`config.mk`:
```
export PLATFORM = sky130hd
export DESIGN_NAME = uart_tx_param
export DESIGN_NICKNAME = d
export VERILOG_FILES = /design/src/rtl/uart_pkg.sv /design/src/rtl/sync_fifo.sv /design/src/rtl/uart_tx_param.sv
export SDC_FILE = /design/constraint.sdc
export NUM_CORES = 1
export LEC_CHECK = 0
export BUFFER_PORTS_ARGS = -buffer_cell sky130_fd_sc_hd__buf_2
export CAP_MARGIN = 10
export CORE_MARGIN = 3
export CORE_UTILIZATION = 40
export CTS_CLUSTER_SIZE = 20
export DETAILED_ROUTE_END_ITERATION = 7
export HOLD_SLACK_MARGIN = 0.03
export MAX_ROUTING_LAYER = met4
export SLEW_MARGIN = 10
export SYNTH_ARGS = -nofsm -noshare
export SYNTH_HDL_FRONTEND = slang
export SYNTH_SLANG_ARGS = --single-unit
export TNS_END_PERCENT = 1
```
`constraint.sdc`:
```
create_clock -name Clock -period 2.4 [get_ports Clock]
set_input_delay 0.24 -clock Clock [delete_from_list [all_inputs] [get_ports Clock]]
set_output_delay 0.24 -clock Clock [all_outputs]
set_load 0.01 [all_outputs]
```
`src/rtl/uart_pkg.sv`:
```
// rtl/uart_pkg.sv - shared constants and FSM encoding for the UART blocks
package uart_pkg;

  // Default divisor: 50 MHz system clock to 115200 baud.
  localparam int CLKS_PER_BIT_DEFAULT = 434;

  localparam int PARITY_NONE = 0;
  localparam int PARITY_EVEN = 1;
  localparam int PARITY_ODD  = 2;

  // One-hot transmitter states.
  typedef enum logic [4:0] {
    IDLE  = 5'b00001,
    START = 5'b00010,
    DATA  = 5'b00100,
    PAR   = 5'b01000,
    STOP  = 5'b10000
  } state_t;

endpackage

```
`src/rtl/sync_fifo.sv`:
```
// rtl/sync_fifo.sv - single-clock show-ahead FIFO with occupancy count
module sync_fifo #(
  parameter int WIDTH = 8,
  parameter int DEPTH = 4
) (
  input  logic                     clk,
  input  logic                     rst_n,
  input  logic                     push,
  input  logic                     pop,
  input  logic [WIDTH-1:0]         wr_data,
  output logic [WIDTH-1:0]         rd_data,
  output logic                     full,
  output logic                     empty,
  output logic [$clog2(DEPTH):0]   count
);

  localparam int AW = $clog2(DEPTH);

  generate
    if ((DEPTH < 2) || ((DEPTH & (DEPTH - 1)) != 0)) begin : g_bad_depth
      $error("sync_fifo: DEPTH must be a power of two and at least 2");
    end
  endgenerate

  logic [WIDTH-1:0] mem [DEPTH];
  logic [AW-1:0]    wr_ptr;
  logic [AW-1:0]    rd_ptr;
  logic             do_push;
  logic             do_pop;

  assign full    = (count == (AW+1)'(DEPTH));
  assign empty   = (count == '0);
  assign do_push = push && !full;
  assign do_pop  = pop && !empty;
  assign rd_data = mem[rd_ptr];

  // Pointers wrap naturally because DEPTH is a power of two.
  always_ff @(posedge clk or negedge rst_n) begin
    if (!rst_n) begin
      wr_ptr <= '0;
      rd_ptr <= '0;
      count  <= '0;
    end else begin
      if (do_push) wr_ptr <= wr_ptr + 1'b1;
      if (do_pop)  rd_ptr <= rd_ptr + 1'b1;
      case ({do_push, do_pop})
        2'b10:   count <= count + 1'b1;
        2'b01:   count <= count - 1'b1;
        default: count <= count;
      endcase
    end
  end

  // Storage array carries no reset; only pointers define validity.
  always_ff @(posedge clk) begin
    if (do_push) mem[wr_ptr] <= wr_data;
  end

endmodule

```
`src/rtl/uart_tx_param.sv`:
```
// rtl/uart_tx_param.sv - parametrised UART transmitter with input FIFO
module uart_tx_param
  import uart_pkg::*;
#(
  parameter int DATA_W       = 8,
  parameter int CLKS_PER_BIT = CLKS_PER_BIT_DEFAULT,
  parameter int PARITY       = PARITY_NONE,
  parameter int STOP_BITS    = 1,
  parameter int FIFO_DEPTH   = 4
) (
  input  logic                          Clock,
  input  logic                          reset_,
  input  logic [DATA_W-1:0]             in_data,
  input  logic                          in_valid,
  output logic                          in_ready,
  output logic                          Serial_out,
  output logic                          tx_busy,
  output logic [$clog2(FIFO_DEPTH):0]   fifo_count
);

  localparam int BCW = $clog2(CLKS_PER_BIT);
  localparam int BIW = $clog2(DATA_W) + 1;

  generate
    if ((PARITY < 0) || (PARITY > 2)) begin : g_bad_parity
      $error("uart_tx_param: PARITY must be 0, 1 or 2");
    end
    if ((STOP_BITS != 1) && (STOP_BITS != 2)) begin : g_bad_stop
      $error("uart_tx_param: STOP_BITS must be 1 or 2");
    end
    if ((DATA_W < 5) || (DATA_W > 9)) begin : g_bad_width
      $error("uart_tx_param: DATA_W must be in 5..9");
    end
    if (CLKS_PER_BIT < 2) begin : g_bad_div
      $error("uart_tx_param: CLKS_PER_BIT must be at least 2");
    end
  endgenerate

  state_t              state;
  state_t              state_nx;
  logic [BCW-1:0]      baud_cnt;
  logic [BIW-1:0]      bit_idx;
  logic [DATA_W-1:0]   shreg;
  logic                par_bit;
  logic                serial_nx;
  logic                rdy_en;
  logic                bit_done;
  logic                last_data;
  logic                last_stop;
  logic                pop;
  logic                push;
  logic                fifo_full;
  logic                fifo_empty;
  logic [DATA_W-1:0]   fifo_rd_data;

  // rdy_en keeps in_ready low during reset and for the first cycle after it.
  assign in_ready  = rdy_en && !fifo_full;
  assign push      = in_valid && in_ready;
  assign tx_busy   = (state != IDLE) || !fifo_empty;
  assign bit_done  = (baud_cnt == BCW'(CLKS_PER_BIT - 1));
  assign last_data = (bit_idx == BIW'(DATA_W - 1));
  assign last_stop = (bit_idx == BIW'(STOP_BITS - 1));

  sync_fifo #(
    .WIDTH (DATA_W),
    .DEPTH (FIFO_DEPTH)
  ) u_fifo (
    .clk     (Clock),
    .rst_n   (reset_),
    .push    (push),
    .pop     (pop),
    .wr_data (in_data),
    .rd_data (fifo_rd_data),
    .full    (fifo_full),
    .empty   (fifo_empty),
    .count   (fifo_count)
  );

  // Next state, FIFO pop and the next registered line level.
  always_comb begin
    state_nx  = state;
    pop       = 1'b0;
    serial_nx = Serial_out;
    unique case (state)
      IDLE: begin
        serial_nx = 1'b1;
        if (!fifo_empty) begin
          pop       = 1'b1;
          state_nx  = START;
          serial_nx = 1'b0;
        end
      end
      START: begin
        if (bit_done) begin
          state_nx  = DATA;
          serial_nx = shreg[0];
        end
      end
      DATA: begin
        if (bit_done) begin
          if (last_data) begin
            if (PARITY != PARITY_NONE) begin
              state_nx  = PAR;
              serial_nx = par_bit;
            end else begin
              state_nx  = STOP;
              serial_nx = 1'b1;
            end
          end else begin
            serial_nx = shreg[0];
          end
        end
      end
      PAR: begin
        if (bit_done) begin
          state_nx  = STOP;
          serial_nx = 1'b1;
        end
      end
      STOP: begin
        if (bit_done && last_stop) begin
          if (!fifo_empty) begin
            pop       = 1'b1;
            state_nx  = START;
            serial_nx = 1'b0;
          end else begin
            state_nx  = IDLE;
            serial_nx = 1'b1;
          end
        end
      end
      default: begin
        state_nx  = IDLE;
        serial_nx = 1'b1;
      end
    endcase
  end

  // State, line, baud counter, bit counter and shift register.
  always_ff @(posedge Clock or negedge reset_) begin
    if (!reset_) begin
      state      <= IDLE;
      Serial_out <= 1'b1;
      rdy_en     <= 1'b0;
      baud_cnt   <= '0;
      bit_idx    <= '0;
      shreg      <= '0;
      par_bit    <= 1'b0;
    end else begin
      state      <= state_nx;
      Serial_out <= serial_nx;
      rdy_en     <= 1'b1;
      if (pop) begin
        shreg    <= fifo_rd_data;
        par_bit  <= (PARITY == PARITY_ODD) ? ~(^fifo_rd_data) : ^fifo_rd_data;
        baud_cnt <= '0;
        bit_idx  <= '0;
      end else if (state == IDLE) begin
        baud_cnt <= '0;
        bit_idx  <= '0;
      end else begin
        baud_cnt <= bit_done ? '0 : baud_cnt + 1'b1;
        if (bit_done) begin
          case (state)
            START: begin
              shreg   <= shreg >> 1;
              bit_idx <= '0;
            end
            DATA: begin
              shreg   <= shreg >> 1;
              bit_idx <= last_data ? '0 : bit_idx + 1'b1;
            end
            STOP:    bit_idx <= bit_idx + 1'b1;
            default: bit_idx <= '0;
          endcase
        end
      end
    end
  end

endmodule

```
## After elaboration in Yosys (flattened, before gate mapping)

Memory sizes are Yosys's and may differ from the RTL's.
Cells that the tools add are included.

| storage, ports and cells | value |
|---|---|
| bits in registers | 35 |
| memory bits (writable) | 32 |
| bits of input ports | 11 |
| output and inout bits | 6 |
| logic and storage cells | 85 |
| memories kept | 1 |

Memory list:

| memory | depth | bits a word | rd ports | clocked after memory_dff | write ports | line | source |
|---|---|---|---|---|---|---|---|
| u_fifo.mem | 4 | 8 | 1 | 0 | 1 | sync_fifo.sv:25 | `logic [WIDTH-1:0] mem [DEPTH];` |

| cells by class | value |
|---|---|
| add/sub/neg operators | 6 |
| equality and inequality tests | 18 |
| mux-type cells | 33 |
| reductions and logical operators | 18 |

Operators with widths:

| operator | number |
|---|---|
| $mux 8 | 4 |
| $mux 5 | 6 |
| $mux 9 | 3 |
| $pmux 5 s5 | 1 |
| $mux 4 | 4 |
| $ne 2x2->1 const B | 6 |
| $mux 1 | 10 |
| $add 9x1->9 const B | 1 |
| $eq 9x9->1 const B | 1 |
| $pmux 4 s2 | 1 |
| $pmux 3 s2 | 1 |
| $reduce_and 6->1 | 1 |
| $reduce_bool 2->1 | 3 |
| $eq 5x1->1 const B | 1 |
| $eq 5x2->1 const B | 1 |
| $eq 5x3->1 const B | 1 |
| $eq 5x4->1 const B | 1 |
| $eq 5x5->1 const B | 1 |
| $logic_and 1x1->1 | 5 |
| $ne 5x1->1 const B | 1 |
| $pmux 1 s5 | 1 |
| $add 2x1->2 const B | 2 |
| $add 4x1->4 const B | 1 |
| $eq 4x3->1 const B | 1 |
| 16 further kinds | 17 |

## Longest topological paths before layout

Gate-level depths: netlist (run 1).

| logic depth | value |
|---|---|
| depth after elaboration | 7 |
| gate-level depth with buffers | 13 |
| gate-level depth less buffers | 12 |

## By module

From an unflattened synthesis (run 1), not the netlist that was laid out.

| unflattened totals | value |
|---|---|
| cell total of the unflattened synthesis | 218 |
| area, all modules | 3104.2 um^2 |

Modules (own cells, without submodules):

| module | instances | cells an instance | area each (um^2) | sequential area each (um^2) |
|---|---|---|---|---|
| sync_fifo | 1 | 79 | 1592.8 | 1136.1 |
| uart_tx_param | 1 | 139 | 1511.4 | 678.2 |

## Worst setup path before layout (run 1)

Ideal clock, no wire load.

| timing path | value |
|---|---|
| path kind | register -> register |
| start point | register state[1] |
| end point | register u_fifo.count[2] |
| library setup time | 79 ps |
| arrival | 2499 ps |
| required time | 2321 ps |
| setup slack | -178 ps |
| stages on the path, launching flop included | 12 |
| buffers on the path | 1 |
| period minus slack after synthesis | 2578 ps |
| path through | dfrtp_1 > or4b_4 > nor4b_4 > o21ai_2 > buf_6 > inv_1 > ha_1 > inv_1 > fa_1 > xor2_1 > nor2_1 > xor2_1 |

| between the ends | value |
|---|---|
| longest elaborated chain between the ends | 5 |
| elaborated cells between the ends (all ways) | 8 |
| classes of those cells | eq/ne: 4; mux: 2; reduce/logical: 2 |

RTL lines:

| item | line | source |
|---|---|---|
| start, declared | uart_tx_param.sv:39 | `state_t state;` |
| start signal, assigned | uart_tx_param.sv:150 | `state <= state_nx;` |
| $eq 5x5->1 or $eq 5x1->1 (tied branches) | uart_tx_param.sv:84 | `unique case (state)` |
| $pmux 1 s2 (*) | uart_tx_param.sv:84 |  |
| $logic_and 1x1->1 (*) | sync_fifo.sv:34 | `assign do_pop = pop && !empty;` |
| via u_fifo.do_pop | sync_fifo.sv:29 | `logic do_pop;` |
| $eq 2x1->1 or $eq 2x2->1 (tied branches) | sync_fifo.sv:46 | `case ({do_push, do_pop})` |
| $pmux 3 s2 or $reduce_bool 2->1 (tied branches) | - |  |
| end signal, assigned | sync_fifo.sv:47 | `2'b10: count <= count + 1'b1;` |
| end signal, assigned | sync_fifo.sv:48 | `2'b01: count <= count - 1'b1;` |
| end signal, assigned | sync_fifo.sv:49 | `default: count <= count;` |
| end, declared | sync_fifo.sv:14 | `output logic [$clog2(DEPTH):0] count` |

The timed path passes the listed nets; every way through them passes the cells marked *.
A chain may end at the register's enable or synchronous reset.

## Worst setup path after layout (run 1)

| timing path | value |
|---|---|
| start point | register state[2] |
| end point | register u_fifo.count[2] |

The elaborated chain is that of the path after synthesis.

==> results of run 1 <==
==> worst register-to-register path: stages (launching register included) <==
cell and delay (ns):
dfrtp_1 0.39, or4b_4 0.56, nor4b_4 0.27, o21ai_2 0.08
inv_1 0.08, ha_2 0.19, inv_2 0.04, fa_2 0.32
xor2_1 0.14, nor2_1 0.12, xor2_1 0.15
==> layer usage <==
metal,global-route usage,share of wire
met1,0.181,0.49
met2,0.192,0.46
met3,0.0279,0.029
met4,0.0829,0.015
met5,-,0
==> timing repair <==
item	4_1_cts	5_1_grt
gates resized for setup	0	4
endpoints found under the setup margin	1	2
endpoints found under the hold margin	32	0
gates cloned	0	0
hold buffers	1	0
==> path summary, 6_finish.rpt <==
kind	from	slack, ns	end
max in group asynchronous	reset_	1.41	shreg[3]$_DFFE_PN0P_
worst min register to register	Serial_out$_DFFE_PN1P_	0.47	Serial_out$_DFFE_PN1P_
min in group asynchronous	reset_	0.50	baud_cnt[3]$_DFF_PN0_
worst max register to register	state[2]$_DFFE_PN0P_	-0.01	u_fifo.count[2]$_DFFE_PN0P_
worst max-delay path	state[2]$_DFFE_PN0P_	-0.01	u_fifo.count[2]$_DFFE_PN0P_
worst min-delay path	in_data[7]	0.11	u_fifo.mem[3][7]$_DFFE_PP_
==> sequential cells by signal, summed over array words and instances, names as in the netlist <==
signal         cells
u_fifo.mem        32
baud_cnt           9
shreg              8
bit_idx            4
state              4
u_fifo.count       3
u_fifo.rd_ptr      2
u_fifo.wr_ptr      2
Serial_out         1
rdy_en             1
==> Yosys cell counts, drive strengths merged, types with 2 or more instances <==
cell,number,area (µm²)
dfrtp,32,801
edfxtp,32,961
nor2,16,60.1
inv,15,56.3
mux2,15,191
ha,9,113
xnor2,9,78.8
mux4,8,180
nand2,7,26.3
o21ai,7,38.8
and3,6,37.5
clkbuf,6,22.5
xor2,6,52.6
a21oi,5,25.0
buf,4,32.5
nand3,4,20.0
nor2b,4,25.0
mux2i,3,30.0
nand4b,3,26.3
nor3,3,15.0
nor4b,3,56.3
a31oi,2,12.5
and2,2,12.5
dfstp,2,52.6
nand4,2,12.5
nand4bb,2,22.5
==> power breakdown <==
part	total, mW	leakage, nW	switching (mW)	internal, mW
Clock	1.04	0.106	0.450	0.593
Sequential	1.63	0.718	0.172	1.46
Combinational	1.38	0.696	0.641	0.739
Total	4.05	1.52	1.26	2.79
==> cell type report <==
cell class | instances | area [µm²]
fillers | 674 | 3750
multi-input cells | 137 | 1220
repair buffers | 38 | 248
flip-flops and latches | 66 | 1810
inverters | 15 | 56.3
clock inverters | 7 | 101
clock buffers | 9 | 124
well taps | 99 | 124
==> through the flow <==
| stage | power, mW | hold slack, ns | setup TNS, ns |
|---|---|---|---|
| floorplan | 2.68 | -0.0556 | -0.125 |
| global placement | 3.03 | 0.366 | 0 |
| detailed placement | 3.05 | 0.371 | -0.0113 |
| CTS | 4.11 | 0.0984 | -0.0561 |
| global route | 4.34 | 0.105 | -0.150 |
| finish | 4.05 | 0.113 | -0.0102 |
==> logic make-up (layout without fill, tap and decap cells) <==
kind of cell / Yosys count / count (layout)
flip-flops: 66 / 66
XOR/XNOR: 15 / 15
buffers and inverters: 25 / 69
AO/OA/AOI/OAI: 26 / 26
AND/OR/NAND/NOR: 59 / 59
other: 1 / 1
multiplexers: 26 / 26
adder cells (fa/ha/maj): 10 / 10
==> cells in the final DEF (no fill, tap or decap), drive strengths merged, types with 5 or more instances in the layout <==
cell type / count
xnor2: 9
nor2: 16
inv: 17
o21ai: 7
xor2: 6
mux2: 15
dfrtp: 32
nand2: 7
edfxtp: 32
and3: 6
ha: 9
mux4: 8
buf: 37
clkbuf: 9
a21oi: 5
==> impl_metrics.env, run 1 <==
export IMPL_post_route_util=0.496
export IMPL_powerDensity_mw_per_mm2=1100
export IMPL_ios=17
export IMPL_rows=31
export IMPL_vias_per_cell=4.96
export IMPL_pre_cts_ws_ns=-0.0113
export IMPL_arrival_ns=2.68
export IMPL_rr_worst_depth=10
export IMPL_cp_start_kind="flop"
export IMPL_numPlacedInstances=354
export IMPL_hold_violations=0
export IMPL_insertion_delay_ns=0.34
export IMPL_wirelength_um=5280
export IMPL_vias=1839
export IMPL_grt_first_pass_wirelength_um=8910
export IMPL_post_drt_wl_per_cell_um=14.2
export IMPL_dr_pass1_iters=4
export IMPL_clockBufferDepth=2
export IMPL_ys_types=51
export IMPL_antennaDiodeCount=0
export IMPL_synth_edf_count=32
export IMPL_stdcell_area_mm2=0.00369
export IMPL_maxCapViolCount=0
export IMPL_core_area_mm2=0.00745
export IMPL_synth_adder_area_share=0.0422
export IMPL_rsz0062_at_grt="true"
export IMPL_synth_seq_cells=66
export IMPL_crit_family="simple AND/OR/NAND/NOR gates"
export IMPL_antenna_found_initial=0
export IMPL_drc=0
export IMPL_synth_xor_area_frac=0.0418
export IMPL_area_delta_synth_final_pct=17.6
export IMPL_critPathCaptureType="flop"
export IMPL_setup_slack_ns=-0.0102
export IMPL_post_cts_setup_buffers=0
export IMPL_holdCritPathClass="input pin to flop"
export IMPL_fin_worst_skew_ns=0.00649
export IMPL_relSlewSlack=0.493
export IMPL_nNetsFinal=288
export IMPL_p_leak_nw=1.52
export IMPL_cpPeakStageDelay_ns=0.56
export IMPL_finalNonFillerCells=371
export IMPL_die_width_um=94.6
export IMPL_crit_required_ns=2.67
export IMPL_drtAntennaViolNets=0
export IMPL_crit_path_cell_trace="or4b_4 > nor4b_4 > o21ai_2 > inv_1 > ha_2 > inv_2 > fa_2 > xor2_1 > nor2_1 > xor2_1"
export IMPL_finalCritPeriodShare=1.00
export IMPL_syn_area_mm2=0.00314
export IMPL_yosys_area_share_simple=0.117
export IMPL_crit_slowest_cell="or4b_4"
export IMPL_cts_root_buf="clkbuf_8"
export IMPL_first_iter_violations=50
export IMPL_whs_path_depth=1
export IMPL_synthMuxAreaShare=0.128
export IMPL_ys_flop_type="edfxtp_1"
export IMPL_worst_path_stages=10
export IMPL_violations="setup timing"
export IMPL_htree_levels=3
export IMPL_port_buffers=16
export IMPL_grt_pass1_vias=1832
export IMPL_cts_tree="done"
export IMPL_grt_overflow_total=0
export IMPL_grt_use_total=0.136
export IMPL_critPathBufInv=2
export IMPL_cts_num_sinks=66
export IMPL_slew_viol_final=0
export IMPL_crit_type="flop to flop"
export IMPL_dieArea_mm2=0.00895
export IMPL_placed_cell_area_mm2=0.00345
export IMPL_async_flop_share=0.515
export IMPL_syn_nets=249
export IMPL_synth_top_family_by_area="multiplexers"
export IMPL_start_util=0.422
export IMPL_synth_seq_area_share=0.578
export IMPL_max_freq_mhz=415
export IMPL_postSynthAreaPerCell_um2=13.8
export IMPL_max_slew_worst_pin_slew_ns=0.761
export IMPL_postSynthCellCount=228
export IMPL_worst_path_most_repeated_cell="xor2_1"
export IMPL_die_h_um=94.6
export IMPL_yosys_warnings=0
export IMPL_gp_congestion=0.801
export IMPL_grt_max_degree=35
export IMPL_max_vdd_ir_drop_uv=607
export IMPL_worst_path_max_fanout=2
export IMPL_status="complete, but fails checks"
export IMPL_clkTransAtPathRegs_ns=0.08
export IMPL_numCtsBuffers=9
export IMPL_period_needed_ns=2.41
export IMPL_setup_viol=1
export IMPL_synth_compound_area_share=0.0566
export IMPL_dpl_hpwl_um=3690
export IMPL_drive_gt1_frac=0.324
No activity file was read; power rests on OpenSTA's default activity.
==> run 2, diff against run 1 <==
Settings changed: ABC_AREA from default to 1.
==> run 2 against run 1 <==
The run now ends clean; non-clock buffer count shrank 13; synthesized cell count grew 36%; largest cell class unchanged; setup slack gained 0.20 ns; clock-buffer cell count grew 1; synthesized area grew 1.8%; fmax grew 8.8%; worst hold slack lost 0.0058 ns; sequential share of layout area grew 0.92 points; clock power is essentially flat.
==> impl_metrics.env, run 2 <==
export IMPL_area_delta_synth_final_pct=13.4
export IMPL_drc=0
export IMPL_htree_levels=3
export IMPL_die_h_um=95.4
export IMPL_yosysMostFrequentCell="nor2_1"
export IMPL_rsz0062_at_grt="false"
export IMPL_numPlacedInstances=426
export IMPL_die_width_um=95.4
export IMPL_clockBufferDepth=2
export IMPL_async_flop_share=0.515
export IMPL_multi_input_area_mm2=0.00119
export IMPL_grt_use_total=0.155
export IMPL_worst_path_most_repeated_cell="inv_1"
export IMPL_syn_nets=331
export IMPL_yosys_area_share_simple=0.233
export IMPL_largest_reg_flops=32
export IMPL_reg_top3="u_fifo.mem: 32 flops, baud_cnt: 9 flops, shreg: 8 flops"
export IMPL_holdCritPathClass="input pin to flop"
export IMPL_grt_util_met2=0.245
export IMPL_arrival_ns=2.44
export IMPL_synth_top_area_cell="edfxtp_1"
export IMPL_cpPeakStageDelay_ns=0.40
export IMPL_synth_xor_area_frac=0.0219
export IMPL_post_drt_wl_per_cell_um=13.4
export IMPL_use_met3=0.0379
export IMPL_postSynthAreaPerCell_um2=10.3
export IMPL_post_cts_setup_buffers=0
export IMPL_seqCellArea_mm2=0.00181
export IMPL_max_slew_worst_pin_slew_ns=0.786
export IMPL_cts_tree="done"
export IMPL_hold_violations=0
export IMPL_stdcell_area_mm2=0.00362
export IMPL_ys_flop_type="edfxtp_1"
export IMPL_crit_required_ns=2.63
export IMPL_setup_viol=0
export IMPL_max_freq_mhz=452
export IMPL_crit_slowest_cell="dfrtp_1"
export IMPL_powerDensity_mw_per_mm2=732
export IMPL_max_vdd_ir_drop_uv=392
export IMPL_vias_per_cell=4.87
export IMPL_cts_num_sinks=66
export IMPL_rows=31
export IMPL_syn_area_mm2=0.00320
export IMPL_start_util=0.427
export IMPL_vias=2157
export IMPL_layout_commonest_cell="nor2_1"
export IMPL_layout_common_cells="nor2_1, inv_1, nand2_1, dfrtp_1, edfxtp_1"
export IMPL_crit_family="adder cells"
export IMPL_maxCapViolCount=0
export IMPL_grt_first_pass_wirelength_um=10300
export IMPL_antenna_found_initial=0
export IMPL_placed_cell_area_mm2=0.00341
export IMPL_synth_compound_area_share=0.0740
export IMPL_synth_seq_area_share=0.568
export IMPL_grt_pass1_vias=2128
export IMPL_yosys_warnings=0
export IMPL_grt_busiest_layer="met2"
export IMPL_grt_overflow_total=0
export IMPL_synth_top_area_frac=0.301
export IMPL_status="finished clean"
export IMPL_fin_worst_skew_ns=0.0119
export IMPL_insertion_delay_ns=0.34
export IMPL_gp_congestion=0.823
export IMPL_cts_resized=0
export IMPL_critPathBufInv=3
export IMPL_synth_edf_count=32
export IMPL_grt_max_degree=35
export IMPL_first_iter_violations=104
export IMPL_worst_path_max_fanout=4
export IMPL_drive_gt1_frac=0.227
export IMPL_cp_start_kind="flop"
export IMPL_slew_viol_final=0
export IMPL_numCtsBuffers=9
export IMPL_power_total_mw=2.65
export IMPL_use_met1=0.193
export IMPL_crit_type="flop to flop"
export IMPL_period_needed_ns=2.21
export IMPL_crit_path_cell_trace="inv_1 > ha_1 > nand2_1 > inv_1 > nand2_2 > nor2_8 > nand3_4 > nand2_4 > ha_1 > inv_1 > fa_1 > a21oi_1 > o21ai_0 > xor2_1"
export IMPL_dpl_hpwl_um=4090
export IMPL_cts_root_buf="clkbuf_8"
export IMPL_synth_seq_cells=66
export IMPL_clkTransAtPathRegs_ns=0.08
export IMPL_finalCritPeriodShare=0.923
export IMPL_tns_ns=0
export IMPL_critPathCaptureType="flop"
export IMPL_wirelength_um=5920
export IMPL_dr_pass1_iters=4
export IMPL_drtAntennaViolNets=0
export IMPL_relSlewSlack=0.476
export IMPL_core_area_mm2=0.00749
export IMPL_synthMuxAreaShare=0
export IMPL_fill_cells=696
export IMPL_antennaDiodeCount=0
export IMPL_p_leak_nw=1.58
export IMPL_synth_adder_area_share=0.0415
export IMPL_cts_hold_buf=1
export IMPL_dieArea_mm2=0.00910
export IMPL_ys_top_cells_by_area="edfxtp_1, dfrtp_1, nor2_1, o21ai_0, inv_1"
export IMPL_postSynthCellCount=310
export IMPL_port_buffers=16
export IMPL_ios=17
export IMPL_finalNonFillerCells=443
export IMPL_nNetsFinal=360
export IMPL_top_register="u_fifo.mem"
export IMPL_synth_top_family_by_area="simple AND/OR/NAND/NOR gates"
export IMPL_ys_types=32
export IMPL_synth_commonest_cells="nor2_1, dfrtp_1, edfxtp_1, inv_1, nand2_1"
run 2: layout make-up:
cell class | count | area share
Timing Repair Buffer | 25 | 0.0414
Tap cell | 99 | 0.0342
Multi-Input combinational cell | 200 | 0.328
Clock buffer | 10 | 0.0352
Clock inverter | 6 | 0.0224
Inverter | 37 | 0.0383
Sequential cell | 66 | 0.501
run 2: power breakdown:
part / switching (mW) / leakage [nW] / internal (mW)
Sequential: 0.0457 / 0.692 / 1.29
Combinational: 0.197 / 0.785 / 0.111
Clock: 0.431 / 0.104 / 0.578
run 2: path summary, 6_finish.rpt:
check / startpoint / end / slack, ns / cells past startpoint
worst max register to register: baud_cnt[1]$_DFF_PN0_ / u_fifo.count[2]$_DFFE_PN0P_ / 0.19 / 14
worst min-delay path: in_data[7] / u_fifo.mem[1][7]$_DFFE_PP_ / 0.11 / 1
worst max-delay path: baud_cnt[1]$_DFF_PN0_ / u_fifo.count[2]$_DFFE_PN0P_ / 0.19 / 14
max in group asynchronous: reset_ / u_fifo.count[0]$_DFFE_PN0P_ / 1.39 / 2
worst min register to register: Serial_out$_DFFE_PN1P_ / Serial_out$_DFFE_PN1P_ / 0.49 / 2
min in group asynchronous: reset_ / baud_cnt[4]$_DFF_PN0_ / 0.51 / 2
run 2: logic make-up after synthesis:
logic type	count (synthesis)
fa+ha+maj	10
other cells	1
simple gates	136
xor+xnor	8
buf+inv	44
compound gates	45
flops	66
run 2: metrics by stage:
| stage | hold slack (ns) | utilization | worst slack (ns) |
|---|---|---|---|
| 6_report | 0.107 | 0.484 | 0.186 |
| 5_1_grt | 0.0991 | 0.484 | 0.0484 |
| 4_1_cts | 0.0931 | 0.484 | 0.180 |
| 3_5_place_dp | 0.376 | 0.455 | 0.213 |
| 3_3_place_gp | 0.360 | 0.455 | 0.287 |
| 2_1_floorplan | -0.0556 | - | 0.141 |
run 2: routing by layer:
metal  up-vias  share of wire
li1       1098              -
met1      1023           0.48
met2        27           0.48
met3         9          0.029
met4         0          0.016
met5         -              0
==> run 3, diff against run 2 <==
Settings changed: GPL_TIMING_DRIVEN from default to 0, PLACE_DENSITY from default to 0.55.
==> run 3 against run 2 <==
Fmax shrank 2.1%; worst hold slack gained 0.0060 ns; global-route usage is essentially flat; critical path depth grew 1.
==> impl_metrics.env, run 3 (synthesis gave the netlist of run 2 again) <==
export IMPL_htree_levels=3
export IMPL_tns_ns=0
export IMPL_nNetsFinal=367
export IMPL_relSlewSlack=0.441
export IMPL_arrival_ns=2.48
export IMPL_fin_worst_skew_ns=0.00785
export IMPL_wirelength_um=6120
export IMPL_vias=2191
export IMPL_critPathCaptureType="flop"
export IMPL_rsz0062_at_grt="false"
export IMPL_max_freq_mhz=442
export IMPL_dr_pass1_iters=4
export IMPL_grt_overflow_total=0
export IMPL_status="finished clean"
export IMPL_top_register="u_fifo.mem"
export IMPL_power_total_mw=2.51
export IMPL_post_drt_wl_per_cell_um=13.6
export IMPL_dieArea_mm2=0.00910
export IMPL_die_h_um=95.4
export IMPL_drtAntennaViolNets=0
export IMPL_crit_path_end="u_fifo.count[2]$_DFFE_PN0P_"
export IMPL_gp_congestion=0.805
export IMPL_holdCritPathClass="input pin to flop"
export IMPL_startpoint="baud_cnt[1]$_DFF_PN0_"
export IMPL_finalCritPeriodShare=0.942
export IMPL_worst_hold_slack_ns=0.113
export IMPL_slew_viol_final=0
export IMPL_core_area_mm2=0.00749
export IMPL_post_route_util=0.490
export IMPL_cts_tree="done"
export IMPL_start_util=0.427
export IMPL_reg2reg_to="u_fifo.count[2]$_DFFE_PN0P_"
export IMPL_period_needed_ns=2.26
export IMPL_layout_commonest_cell="nor2_1"
export IMPL_drive_gt1_frac=0.256
export IMPL_antennaDiodeCount=0
export IMPL_regToRegSetupSlack_ns=0.14
export IMPL_setup_slack_ns=0.138
export IMPL_internal_power_mw=1.79
export IMPL_switchingPower_mw=0.725
export IMPL_placed_cell_area_mm2=0.00340
export IMPL_combPwrFrac=0.124
export IMPL_cts_num_sinks=66
export IMPL_setup_viol=0
export IMPL_first_iter_violations=90
export IMPL_worstReg2RegStart="baud_cnt[1]$_DFF_PN0_"
export IMPL_p_clk_frac=0.345
export IMPL_rows=31
export IMPL_p_leak_nw=1.59
export IMPL_power_frac_seq=0.532
export IMPL_maxCapViolCount=0
export IMPL_max_slew_worst_pin_slew_ns=0.835
export IMPL_dpl_hpwl_um=4270
export IMPL_grt_use_total=0.155
export IMPL_pre_cts_ws_ns=-0.0637
export IMPL_crit_required_ns=2.62
export IMPL_insertion_delay_ns=0.34
export IMPL_antenna_found_initial=0
export IMPL_grt_first_pass_wirelength_um=10300
export IMPL_grt_pass1_vias=2122
export IMPL_layout_common_cells="nor2_1, nand2_1, dfrtp_1, edfxtp_1, inv_1"
export IMPL_hold_violations=0
export IMPL_area_delta_synth_final_pct=14.7
export IMPL_p_sw_frac=0.288
export IMPL_port_buffers=16
export IMPL_finalNonFillerCells=450
export IMPL_die_width_um=95.4
export IMPL_grt_max_degree=35
export IMPL_largest_reg_flops=32
export IMPL_powerDensity_mw_per_mm2=686
export IMPL_numCtsBuffers=9
export IMPL_stdcell_area_mm2=0.00367
export IMPL_ios=17
export IMPL_rr_worst_depth=15
export IMPL_crit_type="flop to flop"
export IMPL_clockBufferDepth=2
export IMPL_clkTransAtPathRegs_ns=0.08
export IMPL_vias_per_cell=4.87
export IMPL_cp_start_kind="flop"
export IMPL_drc=0
export IMPL_worst_path_max_fanout=3
export IMPL_numPlacedInstances=425
export IMPL_max_vdd_ir_drop_uv=592
export IMPL_cts_root_buf="clkbuf_8"
export IMPL_reg_top3="u_fifo.mem: 32 flops, baud_cnt: 9 flops, shreg: 8 flops"
==> run 3: power by group through the flow <==
stage / Combinational, mW / Sequential, mW / Clock [mW]
floorplan: 0.187 / 1.36 / 0
global placement: 0.304 / 1.36 / 0
detailed placement: 0.308 / 1.36 / 0
CTS: 0.313 / 1.34 / 0.887
global route: 0.356 / 1.35 / 0.952
finish: 0.311 / 1.34 / 0.867
==> run 3: what timing repair did <==
action                                 4_1_cts  5_1_grt
gates resized for setup                      0        6
setup buffers                                3        5
endpoints found under the hold margin       32        0
setup endpoints to repair                    1        1
hold buffers                                 1        0
pin swaps                                    2        4
==> run 3: cell type report <==
| type | count | area [µm²] |
|---|---|---|
| buffer | 7 | 53.8 |
| clock buffer | 9 | 124 |
| clock inverter | 7 | 60.1 |
| fill | 714 | 3820 |
| inverter | 37 | 139 |
| multi-input combinational | 200 | 1200 |
| sequential | 66 | 1810 |
| tap | 99 | 124 |
| timing repair buffer | 25 | 150 |
==> run 3: routing by layer <==
layer	routed length [µm]	vias up	GRT usage
met2	3000	34	0.249
li1	-	1113	-
met4	67	0	0.0427
met3	200	5	0.0450
met5	0	-	-
met1	2850	1039	0.192
==> run 3: worst min path at each step <==
stage | slack, ns | to | start | depth (start not counted)
after floorplan | -0.06 | baud_cnt[0]$_DFF_PN0_ | reset_ | 0
after detailed placement | 0.36 | baud_cnt[5]$_DFF_PN0_ | reset_ | 1
after global placement | 0.37 | baud_cnt[4]$_DFF_PN0_ | reset_ | 1
final | 0.11 | u_fifo.mem[0][4]$_DFFE_PP_ | in_data[4] | 1
after CTS | 0.10 | u_fifo.mem[0][3]$_DFFE_PP_ | in_data[3] | 1
after global routing | 0.1 | u_fifo.mem[0][3]$_DFFE_PP_ | in_data[3] | 1
==> run 3: critical path, stage by stage, from the launching register on <==
cell and delay [ns]:
dfrtp_1 0.40, inv_1 0.06, ha_2 0.17, nand2_1 0.06
inv_1 0.07, nand2_2 0.08, nor2_8 0.13, nand3_4 0.08
nand2_4 0.08, buf_12 0.10, ha_1 0.14, inv_2 0.06
fa_2 0.37, a21oi_2 0.14, o21ai_2 0.07, xor2_1 0.14
